## src/rtl/serial_sub_pkg.sv

```systemverilog
// Shared types and sizing helpers for the digit-serial subtractor.
// Depth and counter width are derived from WIDTH/DIGIT at elaboration time.
package serial_sub_pkg;

    typedef enum logic {
        IDLE = 1'b0,
        RUN  = 1'b1
    } state_t;

    function automatic int calc_steps(input int width, input int digit);
        return width / digit;
    endfunction

    // A single-step configuration still needs a one-bit counter.
    function automatic int cnt_bits(input int steps);
        return (steps > 1) ? $clog2(steps) : 1;
    endfunction

endpackage

```

## src/rtl/serial_sub_fs_cell.sv

```systemverilog
// One-bit full subtractor: d = a - b - bi, borrow-out bo.
// Purely combinational, zero latency, no flow control.
module fs_cell (
    input  logic a,
    input  logic b,
    input  logic bi,
    output logic d,
    output logic bo
);

    assign d  = a ^ b ^ bi;
    assign bo = (~a & b) | (~a & bi) | (b & bi);

endmodule

```

## src/rtl/serial_sub.sv

```systemverilog
// Digit-serial subtractor, diff = a - b - bin, DIGIT bits per clock, LSB first.
// Latency STEPS cycles start-to-done; start is only accepted in IDLE, never queued.
module serial_sub
    import serial_sub_pkg::*;
#(
    parameter int WIDTH = 16,
    parameter int DIGIT = 4
) (
    input  logic             clk,
    input  logic             rst,
    input  logic             start,
    input  logic [WIDTH-1:0] a,
    input  logic [WIDTH-1:0] b,
    input  logic             bin,
    output logic             busy,
    output logic             done,
    output logic [WIDTH-1:0] diff,
    output logic             borrow,
    output logic             overflow
);

    localparam int STEPS = calc_steps(WIDTH, DIGIT);
    localparam int CW    = cnt_bits(STEPS);

    state_t           state_q, state_d;
    logic [WIDTH-1:0] a_q, a_d, b_q, b_d, res_q, res_d;
    logic             brw_q, brw_d;
    logic [CW-1:0]    cnt_q, cnt_d;
    logic             sa_q, sa_d, sb_q, sb_d;
    logic             done_q, done_d;
    logic [WIDTH-1:0] diff_q, diff_d;
    logic             borrow_q, borrow_d;
    logic             ovf_q, ovf_d;

    logic [DIGIT:0]   bc;
    logic [DIGIT-1:0] dig;
    logic [WIDTH-1:0] res_shift;

    assign bc[0] = brw_q;

    for (genvar i = 0; i < DIGIT; i++) begin : g_cell
        fs_cell u_cell (
            .a  (a_q[i]),
            .b  (b_q[i]),
            .bi (bc[i]),
            .d  (dig[i]),
            .bo (bc[i+1])
        );
    end

    // New digit enters at the top so the full result is aligned after STEPS shifts.
    assign res_shift = (res_q >> DIGIT) | (WIDTH'(dig) << (WIDTH - DIGIT));

    always_comb begin
        state_d  = state_q;
        a_d      = a_q;
        b_d      = b_q;
        res_d    = res_q;
        brw_d    = brw_q;
        cnt_d    = cnt_q;
        sa_d     = sa_q;
        sb_d     = sb_q;
        done_d   = 1'b0;
        diff_d   = diff_q;
        borrow_d = borrow_q;
        ovf_d    = ovf_q;
        case (state_q)
            IDLE: begin
                if (start) begin
                    a_d     = a;
                    b_d     = b;
                    brw_d   = bin;
                    sa_d    = a[WIDTH-1];
                    sb_d    = b[WIDTH-1];
                    cnt_d   = '0;
                    state_d = RUN;
                end
            end
            RUN: begin
                res_d = res_shift;
                a_d   = a_q >> DIGIT;
                b_d   = b_q >> DIGIT;
                brw_d = bc[DIGIT];
                cnt_d = cnt_q + CW'(1);
                if (cnt_q == CW'(STEPS - 1)) begin
                    diff_d   = res_shift;
                    borrow_d = bc[DIGIT];
                    ovf_d    = (sa_q != sb_q) && (res_shift[WIDTH-1] != sa_q);
                    done_d   = 1'b1;
                    state_d  = IDLE;
                end
            end
            default: state_d = IDLE;
        endcase
    end

    always_ff @(posedge clk or posedge rst) begin
        if (rst) begin
            state_q  <= IDLE;
            a_q      <= '0;
            b_q      <= '0;
            res_q    <= '0;
            brw_q    <= 1'b0;
            cnt_q    <= '0;
            sa_q     <= 1'b0;
            sb_q     <= 1'b0;
            done_q   <= 1'b0;
            diff_q   <= '0;
            borrow_q <= 1'b0;
            ovf_q    <= 1'b0;
        end else begin
            state_q  <= state_d;
            a_q      <= a_d;
            b_q      <= b_d;
            res_q    <= res_d;
            brw_q    <= brw_d;
            cnt_q    <= cnt_d;
            sa_q     <= sa_d;
            sb_q     <= sb_d;
            done_q   <= done_d;
            diff_q   <= diff_d;
            borrow_q <= borrow_d;
            ovf_q    <= ovf_d;
        end
    end

    assign busy     = (state_q == RUN);
    assign done     = done_q;
    assign diff     = diff_q;
    assign borrow   = borrow_q;
    assign overflow = ovf_q;

endmodule

```

## config.mk

```make
export PLATFORM = sky130hd
export DESIGN_NAME = serial_sub
export DESIGN_NICKNAME = d
export VERILOG_FILES = /design/src/rtl/serial_sub_pkg.sv /design/src/rtl/serial_sub_fs_cell.sv /design/src/rtl/serial_sub.sv
export SDC_FILE = /design/constraint.sdc
export NUM_CORES = 1
export LEC_CHECK = 0
export ABC_AREA = 1
export BUFFER_PORTS_ARGS = -buffer_cell sky130_fd_sc_hd__buf_2
export CAP_MARGIN = 20
export CORE_ASPECT_RATIO = 0.75
export CORE_UTILIZATION = 54
export DETAILED_ROUTE_END_ITERATION = 6
export HOLD_SLACK_MARGIN = 0.05
export PLACE_DENSITY = 0.81
export SLEW_MARGIN = 5
export SYNTH_ARGS = -nofsm -noshare
export SYNTH_HDL_FRONTEND = slang
export SYNTH_SLANG_ARGS = --single-unit
```

## constraint.sdc

```tcl
create_clock -name clk -period 2.93 [get_ports clk]
set_clock_uncertainty 0.2 [all_clocks]
set_input_delay 0.586 -clock clk [delete_from_list [all_inputs] [get_ports clk]]
set_output_delay 0.586 -clock clk [all_outputs]
set_load 0.02 [all_outputs]
```

# After elaboration in Yosys (flattened, before gate mapping)
# Index checks and enable logic that the tools add are counted.
dict set report word_totals {
  regBits 73
  in_bits 36
  out_inout_bits 20
  wordCells 67
}
dict set report classes {
  add_sub_neg 1
  n_eq_ne 4
  muxes 13
  bitwise_logic 34
  reduce_logical 3
}
# cell count
set op_table {}
lappend op_table {{$pmux 16 s2} 2}
lappend op_table {{$mux 16} 2}
lappend op_table {{$or 12x16->16} 1}
lappend op_table {{$and 1x1->1} 12}
lappend op_table {{$or 1x1->1} 8}
lappend op_table {{$xor 1x1->1} 8}
lappend op_table {{$mux 1} 5}
lappend op_table {{$not 1->1} 5}
lappend op_table {{$pmux 1 s2} 2}
lappend op_table {{$pmux 2 s2} 1}
lappend op_table {{$reduce_and 2->1} 2}
lappend op_table {{$add 2x1->2 const B} 1}
lappend op_table {{$eq 2x2->1 const B} 1}
lappend op_table {{$mux 2} 1}
lappend op_table {{$ne 1x1->1} 2}
lappend op_table {{$ne 2x2->1 const B} 1}
lappend op_table {{$logic_and 1x1->1} 1}

# Depth between registers and ports, before layout
# Gate-level depths: netlist of the first run.
dict set report logic_depth {
  depth_word 14
  mapped_depth 12
  depth_no_buf 12
}

# By module
# A second synthesis of the first run with hierarchy kept.
dict set report hier_totals {
  hier_cells 315
  area_unflattened_um2 2866.5
}
# module n_inst cells_each area_each_um2 seq_area_each_um2
set by_module_without_submodules {}
lappend by_module_without_submodules {serial_sub 1 303 2756.4 1726.7}
lappend by_module_without_submodules {fs_cell 4 3 27.5 0.0}

# Worst setup path before layout of the first run
# Ideal clock, no wire load.
dict set report synth_path {
  path_kind {register to register}
  start {reg brw_q}
  end {reg ovf_q, in the netlist overflow}
  setup_time_ns 0.117
  arrival_ns 2.069
  required_time_ns 2.613
  setup_slack_ns 0.545
  stages_incl_launch_ff 12
  path_buffers 0
  synth_period_minus_slack_ns 2.385
  cell_sequence {dfrtp_1 > inv_1 > fa_1 > inv_1 > fa_1 > fa_1 > inv_1 > fa_1 > nand3_1 > nand2_1 > nand2_1 > nand2_1}
}
dict set report synth_via {
  elab_chain_cells 13
  word_cells_on_any_way 16
  classes_between {eq/ne (1); bitwise (14); reduce/logical (1)}
}
# element line
set synth_rtl {}
lappend synth_rtl {{start: declaration} serial_sub.sv:27} ;# logic brw_q, brw_d;
lappend synth_rtl {{start signal: assignment} serial_sub.sv:116} ;# brw_q <= brw_d;
lappend synth_rtl {{$and 1x1->1} serial_sub_fs_cell.sv:12} ;# assign bo = (~a & b) | (~a & bi) | (b & bi);
lappend synth_rtl {{$or 1x1->1} serial_sub_fs_cell.sv:12}
lappend synth_rtl {{$or 1x1->1 *} serial_sub_fs_cell.sv:12}
lappend synth_rtl {{$and 1x1->1} serial_sub_fs_cell.sv:12}
lappend synth_rtl {{$or 1x1->1} serial_sub_fs_cell.sv:12}
lappend synth_rtl {{$or 1x1->1 *} serial_sub_fs_cell.sv:12}
lappend synth_rtl {{$and 1x1->1} serial_sub_fs_cell.sv:12}
lappend synth_rtl {{$or 1x1->1} serial_sub_fs_cell.sv:12}
lappend synth_rtl {{$or 1x1->1 *} serial_sub_fs_cell.sv:12}
lappend synth_rtl {{$xor 1x1->1 *} serial_sub_fs_cell.sv:11} ;# assign d = a ^ b ^ bi;
lappend synth_rtl {{net g_cell[3].u_cell.d} serial_sub_fs_cell.sv:7} ;# output logic d,
lappend synth_rtl {{$or 12x16->16 *} serial_sub.sv:52} ;# assign res_shift = (res_q >> DIGIT) | (WIDTH'(dig) << (WIDTH - DIGIT));
lappend synth_rtl {{$ne 1x1->1 *} serial_sub.sv:88} ;# ovf_d = (sa_q != sb_q) && (res_shift[WIDTH-1] != sa_q);
lappend synth_rtl {{$logic_and 1x1->1 *} serial_sub.sv:88}
lappend synth_rtl {{end signal: assignment} serial_sub.sv:123} ;# ovf_q <= ovf_d;
lappend synth_rtl {{end: declaration} serial_sub.sv:33} ;# logic ovf_q, ovf_d;
# Mark *: on every way through the listed nets, which the timed path passes. The rest lies on a longest branch.
# A chain may end at the register's enable or synchronous reset.

# Worst setup path after layout of the first run
dict set report layout_path {
  start {reg b_q[0]}
  end {reg ovf_q, in the netlist overflow}
}
dict set report layout_via {
  elab_chain_cells 13
  word_cells_on_any_way 16
  classes_between {eq/ne (1); bitwise (14); reduce/logical (1)}
}
# element line
set layout_rtl {}
lappend layout_rtl {{start: declaration} serial_sub.sv:26} ;# logic [WIDTH-1:0] a_q, a_d, b_q, b_d, res_q, res_d;
lappend layout_rtl {{start signal: assignment} serial_sub.sv:101} ;# b_q <= '0;
lappend layout_rtl {{start signal: assignment} serial_sub.sv:114} ;# b_q <= b_d;
lappend layout_rtl {{$and 1x1->1} serial_sub_fs_cell.sv:12}
lappend layout_rtl {{$or 1x1->1} serial_sub_fs_cell.sv:12}
lappend layout_rtl {{$or 1x1->1 *} serial_sub_fs_cell.sv:12}
lappend layout_rtl {{$and 1x1->1} serial_sub_fs_cell.sv:12}
lappend layout_rtl {{$or 1x1->1} serial_sub_fs_cell.sv:12}
lappend layout_rtl {{$or 1x1->1 *} serial_sub_fs_cell.sv:12}
lappend layout_rtl {{$and 1x1->1} serial_sub_fs_cell.sv:12}
lappend layout_rtl {{$or 1x1->1} serial_sub_fs_cell.sv:12}
lappend layout_rtl {{$or 1x1->1 *} serial_sub_fs_cell.sv:12}
lappend layout_rtl {{$xor 1x1->1 *} serial_sub_fs_cell.sv:11}
lappend layout_rtl {{net g_cell[3].u_cell.d} serial_sub_fs_cell.sv:7}
lappend layout_rtl {{$or 12x16->16 *} serial_sub.sv:52}
lappend layout_rtl {{$ne 1x1->1 *} serial_sub.sv:88}
lappend layout_rtl {{$logic_and 1x1->1 *} serial_sub.sv:88}
# Marks and branches as above.

==> out/qor.csv, run 1 <==
metric;value;unit
initial antenna violation count;0;
Critical Path Sink;overflow;
type of destination of the critical path;flop;
proportion of layout cells with a drive suffix above 1;21.0;%
DR pass1 iterations;4;
sequential share of power;44.8;%
Tcrit/Tclk final;87.1;%
crit path cell chain;inv_1 -> fa_1 -> inv_1 -> fa_1 -> fa_1 -> inv_1 -> fa_1 -> inv_1 -> nand3_1 -> nand2_1 -> nand2_1 -> nand2_1;
worst r2r src;b_q[0];
Worst setup startpoint;b_q[0];
Layout area overhead;18.2;%
dpl hpwl;3.79;mm
ANT cells;0;
Power Internal;2200;µW
Tmin final;2.55;ns
Mapped Area;2840;µm²
Non-Filler Instances;443;
TritonCTS clock tree;yes;
WL met2;2.55;mm
Rows;22;
final-report setup violation count;0;
DR iter-0 viols;162;
# IOs;56;
CTS clock-pin slew for the worst setup and hold paths;0.07;ns
number of global-route vias before repair;2026;
# hold bufs at CTS;0;
Clk network pwr share;20.0;%
Final Net Count;409;
CTS Buf Count;9;
fill count;417;
top cells by area, synth;dfrtp_1 61%, nand2_1 17%, o21ai_0 6.0%;
DR WL/cell;12.5;µm
dpl cells;429;
Fin. Hold Viols;0;
Peak VDD IR;0.446;mV
Post-Syn Instances;313;
Synth Register Bits;69;
via count;2158;
Die W;85.8;µm
Reg-to-Reg End;overflow;
Slew HR;39.2;%
combinational fraction of design power;35.2;%
Starting Density;57.0;%
largest net degree at the start of global routing;45;
Net Switching;1370;µW
maxcap violations;0;
reg2reg setup slack;0.38;ns
H-tree lvl count;3;
top cell type's share of synthesized area;60.8;%
Core ar.;4980;µm²
status;finished, final reports clean;
worst-path fanout max;3;
Critical Path RT;3.01;ns
setup TNS;0;ns
Final GP Congestion;0.793;
sequential area share after synthesis;60.8;%
CP max-delay cell;fa_1;
first-pass GRT wire length;9.40;mm
Avg Synthesized Cell Area;9.08;µm²
Critical Path AT;2.63;ns
Post-Syn Nets;354;
Pwr per Cell Area;1060;nW/µm²
leakage power total;0.00176;µW
remaining antenna violation count;0;
worst slew pin tran;0.912;ns
Post-CTS Setup Bufs;0;
die height;64.8;µm
Reg2Reg Depth;12;
Tot GR Track Use;23.2;%
Final Max Slew Viols;0;
Sw Share;38.4;%
met3 WL;246;µm
post-cts resize count;0;
Routed WL;5.54;mm
Vias/cell;4.87;
clk_lat worst skew;0.34;ns
Synth area leader;dfrtp_1;
Worst Hold Class;input port to asynchronous set/reset pin;
CP startpoint kind;flop;
PortBufs;55;
RSZ-0062 raised after global routing;no;
critical path type;flop to flop;
CTS root buf;clkbuf_8;
Clock Tree Buf Depth;2;
highest routed layer;met4;
CP max stage delay;0.46;ns
total clock sinks;69;
Metal-1 WL;2.63;mm
Die ar.;5560;µm²
Ys Warns;0;
maximum clock rate;0.392;GHz
GRT Residual Overflow;0;
Unique masters post-synth;17;
drc violations;0;
## registers in the layout, summed over array words and instances (netlist names), 2 cells and up
| register | cells |
|---|---|
| a_q | 16 |
| cnt_q | 2 |
| b_q | 16 |
| res_q | 12 |
| diff | 16 |
## placed cells by master, fill, tap and decap left out
cell and instances:
buf_12 1, buf_2 55, buf_4 3, clkbuf_8 13, clkinv_2 1, dfrtp_1 69, fa_1 4, ha_1 1
inv_1 30, inv_2 2, nand2_1 126, nand2_2 1, nand3_1 21, nor2_1 1, nor2_2 1, nor2_4 1
o211ai_1 6, o21ai_0 34, o22ai_1 1
## cells in the mapped netlist
cell type    n
nor2_2       1
buf_2       12
inv_2        1
o22ai_1      1
nand3_1     21
nand2_2      1
o21ai_0     34
nor2_4       1
nand2_1    126
inv_1       31
fa_1         4
buf_4        1
clkbuf_1     2
ha_1         1
dfrtp_1     69
o211ai_1     6
nor2_1       1
## cell type report
cell class                      count  area (µm²)  share of cell area (%)
Sequential cell                    69        1730                    51.4
Multi-Input combinational cell    197         920                    27.4
Timing Repair Buffer               59         318                    9.46
Clock buffer                       13         179                    5.33
Inverter                           32         120                    3.58
Tap cell                           72        90.1                    2.68
Clock inverter                      1        5.00                   0.149
## logic make-up (layout without fill, tap and decap cells)
logic type	after synthesis	count (layout)	synth area share (%)
compound gates	41	41	7.79
fa+ha+maj	5	5	3.26
buf+inv	47	105	6.87
flops	69	69	60.8
simple gates	151	151	21.3
## routing by layer
layer,up-vias,global-route usage (%)
met3,10,7.90
met4,0,10.6
met2,56,35.6
li1,1080,-
met1,1012,30.0
met5,-,0
## through the flow
step                area, µm²  total power (µW)  util [%]  setup WS [ns]  hold slack [ns]
CTS                      3360              3600      67.4          0.350           0.0963
detailed placement       3170              2870      63.7          0.403            0.268
global route             3360              3860      67.4          0.223            0.136
floorplan                2840              2480         -          0.404            0.246
global placement         3170              2790      63.7          0.477            0.259
finish                   3360              3570      67.4          0.379           0.0837
## power groups by stage
stage | registers, µW | clock network [µW] | logic, µW
after floorplan | 1670 | 0 | 804
after global placement | 1590 | 0 | 1200
after detailed placement | 1610 | 0 | 1260
after CTS | 1600 | 724 | 1280
after global routing | 1640 | 768 | 1440
final | 1600 | 713 | 1260
## worst min path at each step
stage,to,slack (ns),depth (start not counted)
floorplan,cnt_q[1],0.25,2
global placement,diff[10],0.26,2
detailed placement,diff[1],0.27,2
CTS,b_q[13],0.1,2
global route,b_q[11],0.14,2
finish,b_q[15],0.08,2
## critical path, delay by kind of cell (launching register included)
kind                       cells  cell delay [ns]
buffers and inverters          4             0.30
DFF                            1             0.39
adders and majority gates      4             1.37
and+or+nand+nor                4             0.23
Note: power is estimated with default switching activity, not from simulation.
==> run 2, diff against run 1 <==
SLEW_MARGIN = not set   (was 5)
clock period = 2.55 ns   (was 2.93 ns; I/O delays follow)
==> out/qor.csv, run 2 (synthesized netlist as in run 1, its figures left out) <==
metric;value;unit
number of global-route vias before repair;2045;
worst r2r src;b_q[0];
Core ar.;4980;µm²
proportion of layout cells with a drive suffix above 1;24.6;%
CTS root buf;clkbuf_8;
Starting Density;57.0;%
Rows;22;
RSZ-0062 raised after global routing;yes;
commonest non-fill, non-tap cell in the layout;nand2_1;
TritonCTS clock tree;yes;
maximum clock rate;0.398;GHz
ANT cells;0;
Routed WL;5.37;mm
status;finished, final reports clean;
final instance area;3380;µm²
Peak VDD IR;0.561;mV
Worst Hold Class;input port to flop;
critical path type;flop to flop;
PortBufs;55;
Die ar.;5560;µm²
Fin. Hold Viols;0;
Final Max Slew Viols;0;
worst slew pin tran;0.633;ns
H-tree lvl count;3;
Tot GR Track Use;22.0;%
final-report setup violation count;0;
setup TNS;0;ns
Final GP Congestion;0.767;
reg2reg setup slack;0.04;ns
worst-path fanout max;3;
Non-Filler Instances;446;
hold path endpoint;a_q[13];
dpl hpwl;3.73;mm
total clock sinks;69;
Slew HR;57.8;%
Tmin final;2.51;ns
commonest cells after routing, fill and taps aside;124 x nand2_1, 69 x dfrtp_1, 55 x buf_2, 34 x o21ai_0, 25 x inv_1;
initial antenna violation count;0;
DR iter-0 viols;103;
maxcap violations;0;
drc violations;0;
first-pass GRT wire length;9.18;mm
CP startpoint kind;flop;
Critical Path AT;2.59;ns
leakage power total;0.00176;µW
via count;2161;
Pwr per Cell Area;1220;nW/µm²
CTS clock-pin slew for the worst setup and hold paths;0.07;ns
Worst setup startpoint;b_q[0];
# IOs;56;
Clock Tree Buf Depth;2;
HP Start;a[13];
Reg2Reg Depth;12;
post-layout util;67.8;%
GRT Residual Overflow;0;
Vias/cell;4.85;
Critical Path RT;2.63;ns
dpl cells;431;
Design Power;4130;µW
hold-critical path depth;3;
Post-DP Area;3190;µm²
remaining antenna violation count;0;
fill count;399;
DR pass1 iterations;4;
Tcrit/Tclk final;98.5;%
die height;64.8;µm
clk_lat worst skew;0.33;ns
CTS Buf Count;9;
Final Net Count;413;
Die W;85.8;µm
largest net degree at the start of global routing;70;
Reg-to-Reg End;overflow;
type of destination of the critical path;flop;
Layout area overhead;18.9;%
DR WL/cell;12.0;µm
run 2: changes by cell type in the layout (fill, tap and decap cells not counted):
cell	previous run	this run
fa_2	0	4
nand3_2	0	1
nand3_1	21	20
inv_1	30	25
buf_4	3	6
fa_1	4	0
nand2_1	126	124
inv_2	2	7
clkbuf_8	13	10
dlygate4sd3_1	0	1
nand2_2	1	3
clkinv_2	1	3
run 2: cell type report:
cell class	instances	area, µm²	area share (%)
Clock buffer	10	138	4.07
Multi-Input combinational cell	197	940	27.8
Sequential cell	69	1730	51.1
Tap cell	72	90.1	2.67
Inverter	32	120	3.55
Timing Repair Buffer	63	350	10.4
Clock inverter	3	15.0	0.444
run 2: how the worst max path moves through the flow:
stage / end / slack (ns) / cells past startpoint
2_1_floorplan: a_q[0] / 0.10 / 1
3_5_place_dp: overflow / 0.03 / 12
6_report: overflow / 0.04 / 12
5_1_grt: overflow / -0.06 / 12
3_3_place_gp: overflow / 0.09 / 11
4_1_cts: overflow / 0.01 / 12
run 2: layer usage:
metal	GRT usage (%)	part of all wire, %
met5	0	0
met4	6.88	1.1
met3	7.26	4.3
met2	34.1	46
met1	29.7	48
run 2: per-stage QoR:
step           setup WS (ns)  hold slack [ns]
2_1_floorplan          0.100            0.246
3_3_place_gp          0.0918            0.259
3_5_place_dp          0.0319            0.263
4_1_cts               0.0134            0.155
5_1_grt              -0.0576            0.163
6_report              0.0387            0.169
run 2: timing repair:
item                       CTS  global route
hold endpoints to repair    19             0
setup endpoints to repair    0             2
hold buffers                 1             0
setup buffers                0             1
gates resized for setup      0            12
run 2: where the power goes:
| part | total [µW] | internal [µW] | switching [µW] | leakage (µW) |
|---|---|---|---|---|
| logic | 1590 | 621 | 968 | 0.000788 |
| registers | 1820 | 1550 | 276 | 0.000887 |
| clock network | 714 | 357 | 357 | 0.0000836 |
run 2: worst max-delay path: stages (launching register included):
cell and delay [ns]:
dfrtp_1 0.38, inv_2 0.06, fa_2 0.19, inv_2 0.04
fa_2 0.35, fa_2 0.36, inv_2 0.07, fa_2 0.45
inv_2 0.09, nand3_2 0.07, nand2_2 0.08, nand2_2 0.05
nand2_1 0.06
